`config.mk`:
```
export PLATFORM = sky130hd
export DESIGN_NAME = alu_issue_ctrl
export DESIGN_NICKNAME = d
export VERILOG_FILES = /design/src/rtl/alu_issue_ctrl.sv
export SDC_FILE = /design/constraint.sdc
export NUM_CORES = 1
export LEC_CHECK = 0
export ABC_CLOCK_PERIOD_IN_PS = 2150
export CORE_MARGIN = 10
export CORE_UTILIZATION = 39
export DETAILED_ROUTE_END_ITERATION = 16
export GPL_TIMING_DRIVEN = 0
export PLACE_DENSITY = 0.88
export SLEW_MARGIN = 5
export SYNTH_ARGS = -nofsm -noshare
export SYNTH_HDL_FRONTEND = slang
export SYNTH_SLANG_ARGS = --single-unit
export TNS_END_PERCENT = 30
```
`constraint.sdc`:
```
create_clock -name clk -period 2.15 [get_ports clk]
set_input_delay 0.43 -clock clk [delete_from_list [all_inputs] [get_ports clk]]
set_output_delay 0.43 -clock clk [all_outputs]
set_load 0.05 [all_outputs]
```
`src/rtl/alu_issue_ctrl.sv`:
```
// Issue/decode front end for the 32-bit ALU: valid/ready intake, opcode/funct
// decode into the ALU control code, operand selection, and a registered
// writeback stage with its own valid/ready handshake.
module alu_issue_ctrl #(
    parameter int unsigned size = 32,
    parameter int unsigned TAGW = 4
) (
    input  logic            clk,
    input  logic            rst_n,
    input  logic            in_valid,
    output logic            in_ready,
    input  logic [5:0]      opcode,
    input  logic [5:0]      funct,
    input  logic [4:0]      shamt,
    input  logic [15:0]     imm16,
    input  logic [size-1:0] rs_val,
    input  logic [size-1:0] rt_val,
    input  logic [TAGW-1:0] in_tag,
    output logic [size-1:0] alu_a,
    output logic [size-1:0] alu_b,
    output logic [5:0]      alucontrol,
    input  logic [size-1:0] alu_result,
    input  logic            alu_zero,
    output logic            out_valid,
    input  logic            out_ready,
    output logic [size-1:0] out_result,
    output logic            out_branch,
    output logic            out_taken,
    output logic            out_illegal,
    output logic [TAGW-1:0] out_tag,
    output logic [15:0]     taken_cnt
);

    localparam int unsigned OPW  = 6;
    localparam int unsigned IMMW = 16;
    localparam int unsigned CNTW = 16;

    // Opcodes
    localparam logic [OPW-1:0] OP_RTYPE = 6'h00;
    localparam logic [OPW-1:0] OP_ADDI  = 6'h08;
    localparam logic [OPW-1:0] OP_ADDIU = 6'h09;
    localparam logic [OPW-1:0] OP_ANDI  = 6'h0C;
    localparam logic [OPW-1:0] OP_ORI   = 6'h0D;
    localparam logic [OPW-1:0] OP_LW    = 6'h23;
    localparam logic [OPW-1:0] OP_SW    = 6'h2B;
    localparam logic [OPW-1:0] OP_SLTI  = 6'h0A;
    localparam logic [OPW-1:0] OP_BEQ   = 6'h04;
    localparam logic [OPW-1:0] OP_BNE   = 6'h05;
    localparam logic [OPW-1:0] OP_BGT   = 6'h07;
    localparam logic [OPW-1:0] OP_BGE   = 6'h01;
    localparam logic [OPW-1:0] OP_BLT   = 6'h06;
    localparam logic [OPW-1:0] OP_BLE   = 6'h16;

    // R-type function fields
    localparam logic [OPW-1:0] FN_ADD  = 6'h20;
    localparam logic [OPW-1:0] FN_SUB  = 6'h22;
    localparam logic [OPW-1:0] FN_ADDU = 6'h21;
    localparam logic [OPW-1:0] FN_SUBU = 6'h23;
    localparam logic [OPW-1:0] FN_AND  = 6'h24;
    localparam logic [OPW-1:0] FN_OR   = 6'h25;
    localparam logic [OPW-1:0] FN_SLL  = 6'h00;
    localparam logic [OPW-1:0] FN_SRL  = 6'h02;
    localparam logic [OPW-1:0] FN_SLT  = 6'h2A;

    // ALU control codes
    localparam logic [OPW-1:0] C_NONE  = 6'd0;
    localparam logic [OPW-1:0] C_ADD   = 6'd1;
    localparam logic [OPW-1:0] C_SUB   = 6'd2;
    localparam logic [OPW-1:0] C_ADDU  = 6'd3;
    localparam logic [OPW-1:0] C_SUBU  = 6'd4;
    localparam logic [OPW-1:0] C_ADDI  = 6'd5;
    localparam logic [OPW-1:0] C_ADDIU = 6'd6;
    localparam logic [OPW-1:0] C_AND   = 6'd7;
    localparam logic [OPW-1:0] C_OR    = 6'd8;
    localparam logic [OPW-1:0] C_ANDI  = 6'd9;
    localparam logic [OPW-1:0] C_ORI   = 6'd10;
    localparam logic [OPW-1:0] C_SLL   = 6'd11;
    localparam logic [OPW-1:0] C_SRL   = 6'd12;
    localparam logic [OPW-1:0] C_LW    = 6'd13;
    localparam logic [OPW-1:0] C_SW    = 6'd14;
    localparam logic [OPW-1:0] C_BEQ   = 6'd15;
    localparam logic [OPW-1:0] C_BNE   = 6'd16;
    localparam logic [OPW-1:0] C_BGT   = 6'd17;
    localparam logic [OPW-1:0] C_BGE   = 6'd18;
    localparam logic [OPW-1:0] C_BLT   = 6'd19;
    localparam logic [OPW-1:0] C_BLE   = 6'd20;
    localparam logic [OPW-1:0] C_SLT   = 6'd24;
    localparam logic [OPW-1:0] C_SLTI  = 6'd25;

    localparam logic [CNTW-1:0] CNT_MAX = {CNTW{1'b1}};

    // Decode results (combinational)
    logic [OPW-1:0]  dec_code_c;
    logic            dec_illegal_c;
    logic            dec_branch_c;
    logic [size-1:0] dec_a_c;
    logic [size-1:0] dec_b_c;
    logic [size-1:0] imm_sext_c;
    logic [size-1:0] imm_zext_c;
    logic [size-1:0] shamt_zext_c;

    // Handshake
    logic advance_c;
    logic accept_c;

    // Intake enable: low in reset, high from the first edge after release
    logic rdy_q, rdy_d;

    // D stage
    logic            d_valid_q, d_valid_d;
    logic [size-1:0] alu_a_q, alu_a_d;
    logic [size-1:0] alu_b_q, alu_b_d;
    logic [OPW-1:0]  alucontrol_q, alucontrol_d;
    logic            d_illegal_q, d_illegal_d;
    logic            d_branch_q, d_branch_d;
    logic [TAGW-1:0] d_tag_q, d_tag_d;

    // W stage
    logic            w_valid_q, w_valid_d;
    logic [size-1:0] w_result_q, w_result_d;
    logic            w_branch_q, w_branch_d;
    logic            w_taken_q, w_taken_d;
    logic            w_illegal_q, w_illegal_d;
    logic [TAGW-1:0] w_tag_q, w_tag_d;
    logic [CNTW-1:0] taken_cnt_q, taken_cnt_d;

    // Immediate / shift-amount extensions
    always_comb begin
        imm_sext_c   = {{(size-IMMW){imm16[IMMW-1]}}, imm16};
        imm_zext_c   = size'(imm16);
        shamt_zext_c = size'(shamt);
    end

    // Opcode/funct decode and operand selection
    always_comb begin
        dec_code_c    = C_NONE;
        dec_illegal_c = 1'b0;
        dec_a_c       = rs_val;
        dec_b_c       = rt_val;

        case (opcode)
            OP_RTYPE: begin
                case (funct)
                    FN_ADD:  dec_code_c = C_ADD;
                    FN_SUB:  dec_code_c = C_SUB;
                    FN_ADDU: dec_code_c = C_ADDU;
                    FN_SUBU: dec_code_c = C_SUBU;
                    FN_AND:  dec_code_c = C_AND;
                    FN_OR:   dec_code_c = C_OR;
                    FN_SLL:  dec_code_c = C_SLL;
                    FN_SRL:  dec_code_c = C_SRL;
                    FN_SLT:  dec_code_c = C_SLT;
                    default: dec_illegal_c = 1'b1;
                endcase
            end
            OP_ADDI:  dec_code_c = C_ADDI;
            OP_ADDIU: dec_code_c = C_ADDIU;
            OP_ANDI:  dec_code_c = C_ANDI;
            OP_ORI:   dec_code_c = C_ORI;
            OP_LW:    dec_code_c = C_LW;
            OP_SW:    dec_code_c = C_SW;
            OP_SLTI:  dec_code_c = C_SLTI;
            OP_BEQ:   dec_code_c = C_BEQ;
            OP_BNE:   dec_code_c = C_BNE;
            OP_BGT:   dec_code_c = C_BGT;
            OP_BGE:   dec_code_c = C_BGE;
            OP_BLT:   dec_code_c = C_BLT;
            OP_BLE:   dec_code_c = C_BLE;
            default:  dec_illegal_c = 1'b1;
        endcase

        case (dec_code_c)
            C_ADDI, C_ADDIU, C_LW, C_SW, C_SLTI: dec_b_c = imm_sext_c;
            C_ANDI, C_ORI:                       dec_b_c = imm_zext_c;
            C_SLL, C_SRL: begin
                // Shifts operate on rt; rs is not an operand
                dec_a_c = rt_val;
                dec_b_c = shamt_zext_c;
            end
            default:                             dec_b_c = rt_val;
        endcase

        dec_branch_c = (dec_code_c >= C_BEQ) && (dec_code_c <= C_BLE);
    end

    // Pipeline handshake
    always_comb begin
        advance_c = !w_valid_q || out_ready;
        in_ready  = rdy_q && (!d_valid_q || advance_c);
        accept_c  = in_valid && in_ready;
    end

    // D stage next state
    always_comb begin
        rdy_d        = 1'b1;
        d_valid_d    = d_valid_q;
        alu_a_d      = alu_a_q;
        alu_b_d      = alu_b_q;
        alucontrol_d = alucontrol_q;
        d_illegal_d  = d_illegal_q;
        d_branch_d   = d_branch_q;
        d_tag_d      = d_tag_q;

        if (accept_c) begin
            d_valid_d    = 1'b1;
            alu_a_d      = dec_a_c;
            alu_b_d      = dec_b_c;
            alucontrol_d = dec_code_c;
            d_illegal_d  = dec_illegal_c;
            d_branch_d   = dec_branch_c;
            d_tag_d      = in_tag;
        end else if (advance_c) begin
            d_valid_d    = 1'b0;
        end
    end

    // W stage and taken-branch counter next state
    always_comb begin
        w_valid_d   = w_valid_q;
        w_result_d  = w_result_q;
        w_branch_d  = w_branch_q;
        w_taken_d   = w_taken_q;
        w_illegal_d = w_illegal_q;
        w_tag_d     = w_tag_q;
        taken_cnt_d = taken_cnt_q;

        if (d_valid_q && advance_c) begin
            w_valid_d   = 1'b1;
            w_result_d  = d_illegal_q ? '0 : alu_result;
            w_branch_d  = d_branch_q;
            w_taken_d   = d_branch_q && alu_zero;
            w_illegal_d = d_illegal_q;
            w_tag_d     = d_tag_q;
        end else if (out_ready) begin
            w_valid_d   = 1'b0;
        end

        if (w_valid_q && out_ready && w_taken_q && (taken_cnt_q != CNT_MAX)) begin
            taken_cnt_d = taken_cnt_q + CNTW'(1);
        end
    end

    // D stage registers
    always_ff @(posedge clk or negedge rst_n) begin
        if (!rst_n) begin
            rdy_q        <= 1'b0;
            d_valid_q    <= 1'b0;
            alu_a_q      <= '0;
            alu_b_q      <= '0;
            alucontrol_q <= C_NONE;
            d_illegal_q  <= 1'b0;
            d_branch_q   <= 1'b0;
            d_tag_q      <= '0;
        end else begin
            rdy_q        <= rdy_d;
            d_valid_q    <= d_valid_d;
            alu_a_q      <= alu_a_d;
            alu_b_q      <= alu_b_d;
            alucontrol_q <= alucontrol_d;
            d_illegal_q  <= d_illegal_d;
            d_branch_q   <= d_branch_d;
            d_tag_q      <= d_tag_d;
        end
    end

    // W stage registers
    always_ff @(posedge clk or negedge rst_n) begin
        if (!rst_n) begin
            w_valid_q   <= 1'b0;
            w_result_q  <= '0;
            w_branch_q  <= 1'b0;
            w_taken_q   <= 1'b0;
            w_illegal_q <= 1'b0;
            w_tag_q     <= '0;
            taken_cnt_q <= '0;
        end else begin
            w_valid_q   <= w_valid_d;
            w_result_q  <= w_result_d;
            w_branch_q  <= w_branch_d;
            w_taken_q   <= w_taken_d;
            w_illegal_q <= w_illegal_d;
            w_tag_q     <= w_tag_d;
            taken_cnt_q <= taken_cnt_d;
        end
    end

    // Output drive
    always_comb begin
        alu_a       = alu_a_q;
        alu_b       = alu_b_q;
        alucontrol  = alucontrol_q;
        out_valid   = w_valid_q;
        out_result  = w_result_q;
        out_branch  = w_branch_q;
        out_taken   = w_taken_q;
        out_illegal = w_illegal_q;
        out_tag     = w_tag_q;
        taken_cnt   = taken_cnt_q;
    end

endmodule

```
== Word-level counts from Yosys, hierarchy flattened ==
Index checks and enable logic that the tools add are counted.
Storage, ports and cells
  output and inout bits: 127
  bits in registers: 134
  input port bits: 138
Cells by class
  $add $sub $neg: 1
  mux-type cells: 11
  eq/ne operators: 31
  magnitude comparators: 2
  reduce and logical (&&, ||, !) cells: 21
Operators by type and width (number)
  $pmux 32 s3: 1
  $pmux 5 s14: 1
  $eq 6x4->1 const B: 11
  $mux 32: 2
  $eq 6x6->1 const B: 9
  $pmux 5 s9: 1
  $eq 6x3->1 const B: 6
  $add 16x1->16 const B: 1
  $ne 16x16->1 const B: 1
  $reduce_or 13->1: 1
  $eq 6x5->1 const B: 2
  $logic_not 6->1: 2
  $reduce_or 9->1: 1
  $logic_and 1x1->1: 8
  $eq 6x1->1 const B: 1
  $eq 6x2->1 const B: 1
  $ge 6x4->1 const B: 1
  $le 6x5->1 const B: 1
  $mux 1: 5
  $reduce_or 5->1: 1
  $reduce_bool 2->1: 2
  $reduce_or 2->1: 2
  $logic_not 1->1: 2
  $logic_or 1x1->1: 2
  $pmux 1 s2: 1

== Depth between registers and ports, before layout ==
  word-level depth: 6
  gate-level depth with buffers: 11
  gate-level depth less buffers: 8

== Worst setup path after synthesis ==
Ideal clock, no wire load.
  kind: in2reg
  start point: input opcode[4]
  end point: register alu_a_q[0] (netlist: alu_a[0])
  arrival: 2539 ps
  path slack: -526 ps
  stages: 11
  setup time: 137 ps
  path buffers: 3
  path through: buf_2 nor4_4 nor4b_4 and4b_1 a21oi_1 or3_1 a21oi_2 buf_6 buf_12 mux2i_1 a21oi_1
On the way
  longest elaborated chain between the ends: 5
  elaborated cells on any way between the ends: 19
  classes of those cells: eq/ne (15); mux (2); reduce/logical (2)
RTL lines
  start, declared: RTL line 12  | input logic [5:0] opcode,
  $eq 6x5->1 (tied with other cells): RTL line 141  | case (opcode)
  $pmux 5 s14 (*): RTL line 141
  $eq 6x4->1: RTL line 172  | case (dec_code_c)
  $reduce_or 2->1 (*): RTL line 172
  $mux 32 (*): RTL line 172
  end signal, assigned: RTL line 257  | alu_a_q <= alu_a_d;
  end, declared: RTL line 111  | logic [size-1:0] alu_a_q, alu_a_d;
Every way passes the cells marked *; elsewhere a longest branch is shown, timed or not.
A chain may end at the register's enable or synchronous reset.

== Worst setup path after layout ==
  start point: input opcode[1]
  end point: register alu_a_q[13] (netlist: alu_a[13])
Same word-level chain as after synthesis.

==> results.toml <==
[outcome]
status = "finished, violations left"
violations = "setup timing"

[logic_synthesis]
synth.area.top_cells = "dfrtp_1 53%, nand2_1 5.9%, mux2i_1 5.6%, a21oi_1 4.4%, nor2_1 4.3%"
synthFlopType = "dfrtp_1"
syn_area_um2 = 6302
yosys_warnings = 0
synth_top_area_share_pct = 52.81
synth.most_common_cell = "dfrtp_1"
synth-edff-count = 0
synthArstFlopShare_pct = 100.0
netlist_instances = 648
synth_common_cells = "133 x dfrtp_1, 99 x nand2_1, 72 x nor2_1"
ys_seq_area_share_pct = 52.81
syn_area_per_cell_um2 = 9.726
synth_top_area_cell = "dfrtp_1"
synthesis.nets = 787
yosys_register_bits = 133
synthDistinctLibCells = 51

[cts]
root_buffer = "clkbuf_16"
numCtsBuffers = 17
cts-htree-levels = 4
tritoncts = "yes"
clk_pin_slew_ns = 0.06
cts.sinks = 133
clkLatencyLatePin_ns = 0.42
cts_buffer_depth = 2

[setup_path]
crit_path_cell_trace = "clkdlybuf4s15_2 -> buf_4 -> nor2_1 -> a32oi_1 -> a21oi_2 -> a31oi_4 -> or3_1 -> a21oi_2 -> buf_6 -> buf_4 -> buf_6 -> mux2i_2 -> a21oi_1"
crit_arrival_ns = 2.83
crit_buf_inv = 5
crit_path_max_fanout = 10
cp-end-kind = "flop"
required_ns = 2.43
critPathKind = "input pin to flop"
max_stage_delay_ns = 0.41
path_delay_family = "buffers and inverters"
cp_slowest_cell = "or3_1"
cp-start-kind = "input pin"

[global_routing]
grt_use_total_pct = 21.47
antenna_found_initial = 0
first_global_vias = 6593
overflow = 0
grt_max_degree = 77
grt_pass1_wl_mm = 36.72

[power]
fin_total_pwr_uw = 9565
ir_drop_mv = 0.5065
internal-power_uw = 6061
switching_power_uw = 3504
clkPwrFrac_pct = 32.0
combPwrFrac_pct = 35.4
p_per_area_nw_per_um2 = 895.3
switching_share_pct = 36.64
p_leak_uw = 0.004629
power_frac_seq_pct = 32.6

[finish]
nets = 1108
seq_area_um2 = 3328
antennaDiodeCount = 0
drive_above_1_share_pct = 17.01
area_growth_syn_to_layout_pct = 69.53
multiInputGateArea_um2 = 3057
fillers = 1189

[place]
dp_hpwl_mm = 17.31
gp_congestion = 0.8654
numPortBuffers = 261

[sta]
drv_slew = 0
setup_tns_ns = -20.51
finalWorstSetupSlack_ns = -0.3941
period_minus_slack_ns = 2.544
tightest_slew_ns = 0.6346
timing.final.crit_share_pct = 118.3
rsz0062_at_grt = "yes"
relSlewSlack_pct = 57.69
clock.fmax_mhz = 393.1
fin_worst_skew_ns = 0.006820
final-hold-violation-count = 0
setup_violations = 64

[floorplan]
dieWidth_um = 147.1
fp.dieH_um = 147.1
ios = 265
core_um2 = 15890
die-area_um2 = 21640
floorplan.initialDensity_pct = 39.67
rows = 46

[route]
vias = 6204
via_per_inst = 5.179
drt_wl_total_mm = 24.33
post-route-drc-count = 0
first_iter_violations = 443
dr.pass1.iters = 5
drt.antenna.violating_nets = 0
routedWlPerCell_um = 20.31

[job]
maxCapViolCount = 0

[hold_path]
hp-class = "flop to flop"
-- layout by cell type (no fill, tap or decap), types with 15 or more instances in the layout --
cell type	count
a21oi_1	39
nand2_1	92
a21oi_2	16
clkdlybuf4s50_1	240
buf_4	30
clkbuf_1	23
mux2i_1	29
dfrtp_1	133
buf_6	15
nand2b_1	38
nor2_1	69
o21ai_0	46
clkbuf_16	19
-- sequential cells by signal, indices dropped and copies added, names as in the netlist --
register,cells
alu_a,32
alu_b,32
out_result,32
taken_cnt,16
alucontrol,5
d_tag_q,4
out_tag,4
d_branch_q,1
d_illegal_q,1
d_valid_q,1
out_branch,1
out_illegal,1
out_taken,1
out_valid,1
rdy_q,1
-- power by group through the flow --
stage	combinational [uW]	sequential (uW)	clock, uW
4_1_cts	3340	3120	3090
5_1_grt	3560	3170	3220
3_3_place_gp	3210	3140	0
3_5_place_dp	3260	3160	0
6_report	3390	3120	3060
2_1_floorplan	583	4460	0
-- tightest hold or removal path: cells and delay by family, from the launching register on --
kind | cells | cell delay (ns)
AND/OR/NAND/NOR | 2 | 0.10
flip-flops | 1 | 0.34
-- what timing repair did --
item | in CTS | in global routing
hold buffers | 1 | 0
resized for setup | 105 | 68
setup buffers | 23 | 11
setup endpoints to repair | 76 | 83
endpoints found under the hold margin | 7 | 0
gates cloned | 3 | 3
pin swaps | 16 | 27
-- area by class of cell --
| type | count | share of cell area [%] |
|---|---|---|
| flip-flops and latches | 133 | 31.15 |
| repair buffers | 302 | 28.79 |
| multi-input cells | 469 | 28.61 |
| clock buffers | 19 | 4.052 |
| plain buffers | 41 | 2.986 |
| well taps | 216 | 2.530 |
| clock inverters | 13 | 1.686 |
| inverters | 5 | 0.1991 |
-- kinds of logic (layout without fill, tap and decap cells) --
group	count (synthesis)	after routing	synth area share (%)
AOI/OAI and AO/OA	147	147	14.10
xor gates and xnor gates	15	15	2.084
adders and majority gates	1	1	0.1985
buffers and inverters	46	380	3.951
DFF	133	133	52.81
muxes	42	42	6.810
other	2	2	0.1192
and+or+nand+nor	262	262	19.93
-- stage by stage --
step / hold WS (ns) / utilization (%) / setup slack, ns / instance area (um2) / instances
finish: 0.4734 / 67.26 / -0.3941 / 10680 / 1198
global route: 0.5016 / 67.26 / -0.4801 / 10680 / 1198
CTS: 0.4775 / 65.10 / -0.2836 / 10340 / 1185
detailed placement: 0.4444 / 58.14 / -1.597 / 9236 / 1126
global placement: 0.4557 / 57.96 / -4.734 / 9208 / 1125
floorplan: 0.1344 / - / -0.3810 / 6325 / 648
-- path summary, 6_finish.rpt --
check	startpoint	end	slack, ns	depth (start not counted)
worst min register to register	d_tag_q[1]	d_tag_q[1]	0.47	2
worst max register to register	out_valid	alu_b[3]	-0.08	6
min in group asynchronous	rst_n	alu_a[21]	0.55	2
worst max-delay path	opcode[1]	alu_a[13]	-0.39	13
max in group asynchronous	rst_n	alucontrol[2]	0.84	3
worst min-delay path	d_tag_q[1]	d_tag_q[1]	0.47	2
-- routing by layer --
layer | share of wire (%) | vias up | global-route usage (%)
met1 | 40 | 3034 | 24.09
met5 | 0 | - | 0
li1 | - | 2899 | -
met2 | 51 | 216 | 36.79
met3 | 5.7 | 55 | 6.357
met4 | 3.3 | 0 | 9.812
(Power assumes the default switching activity.)
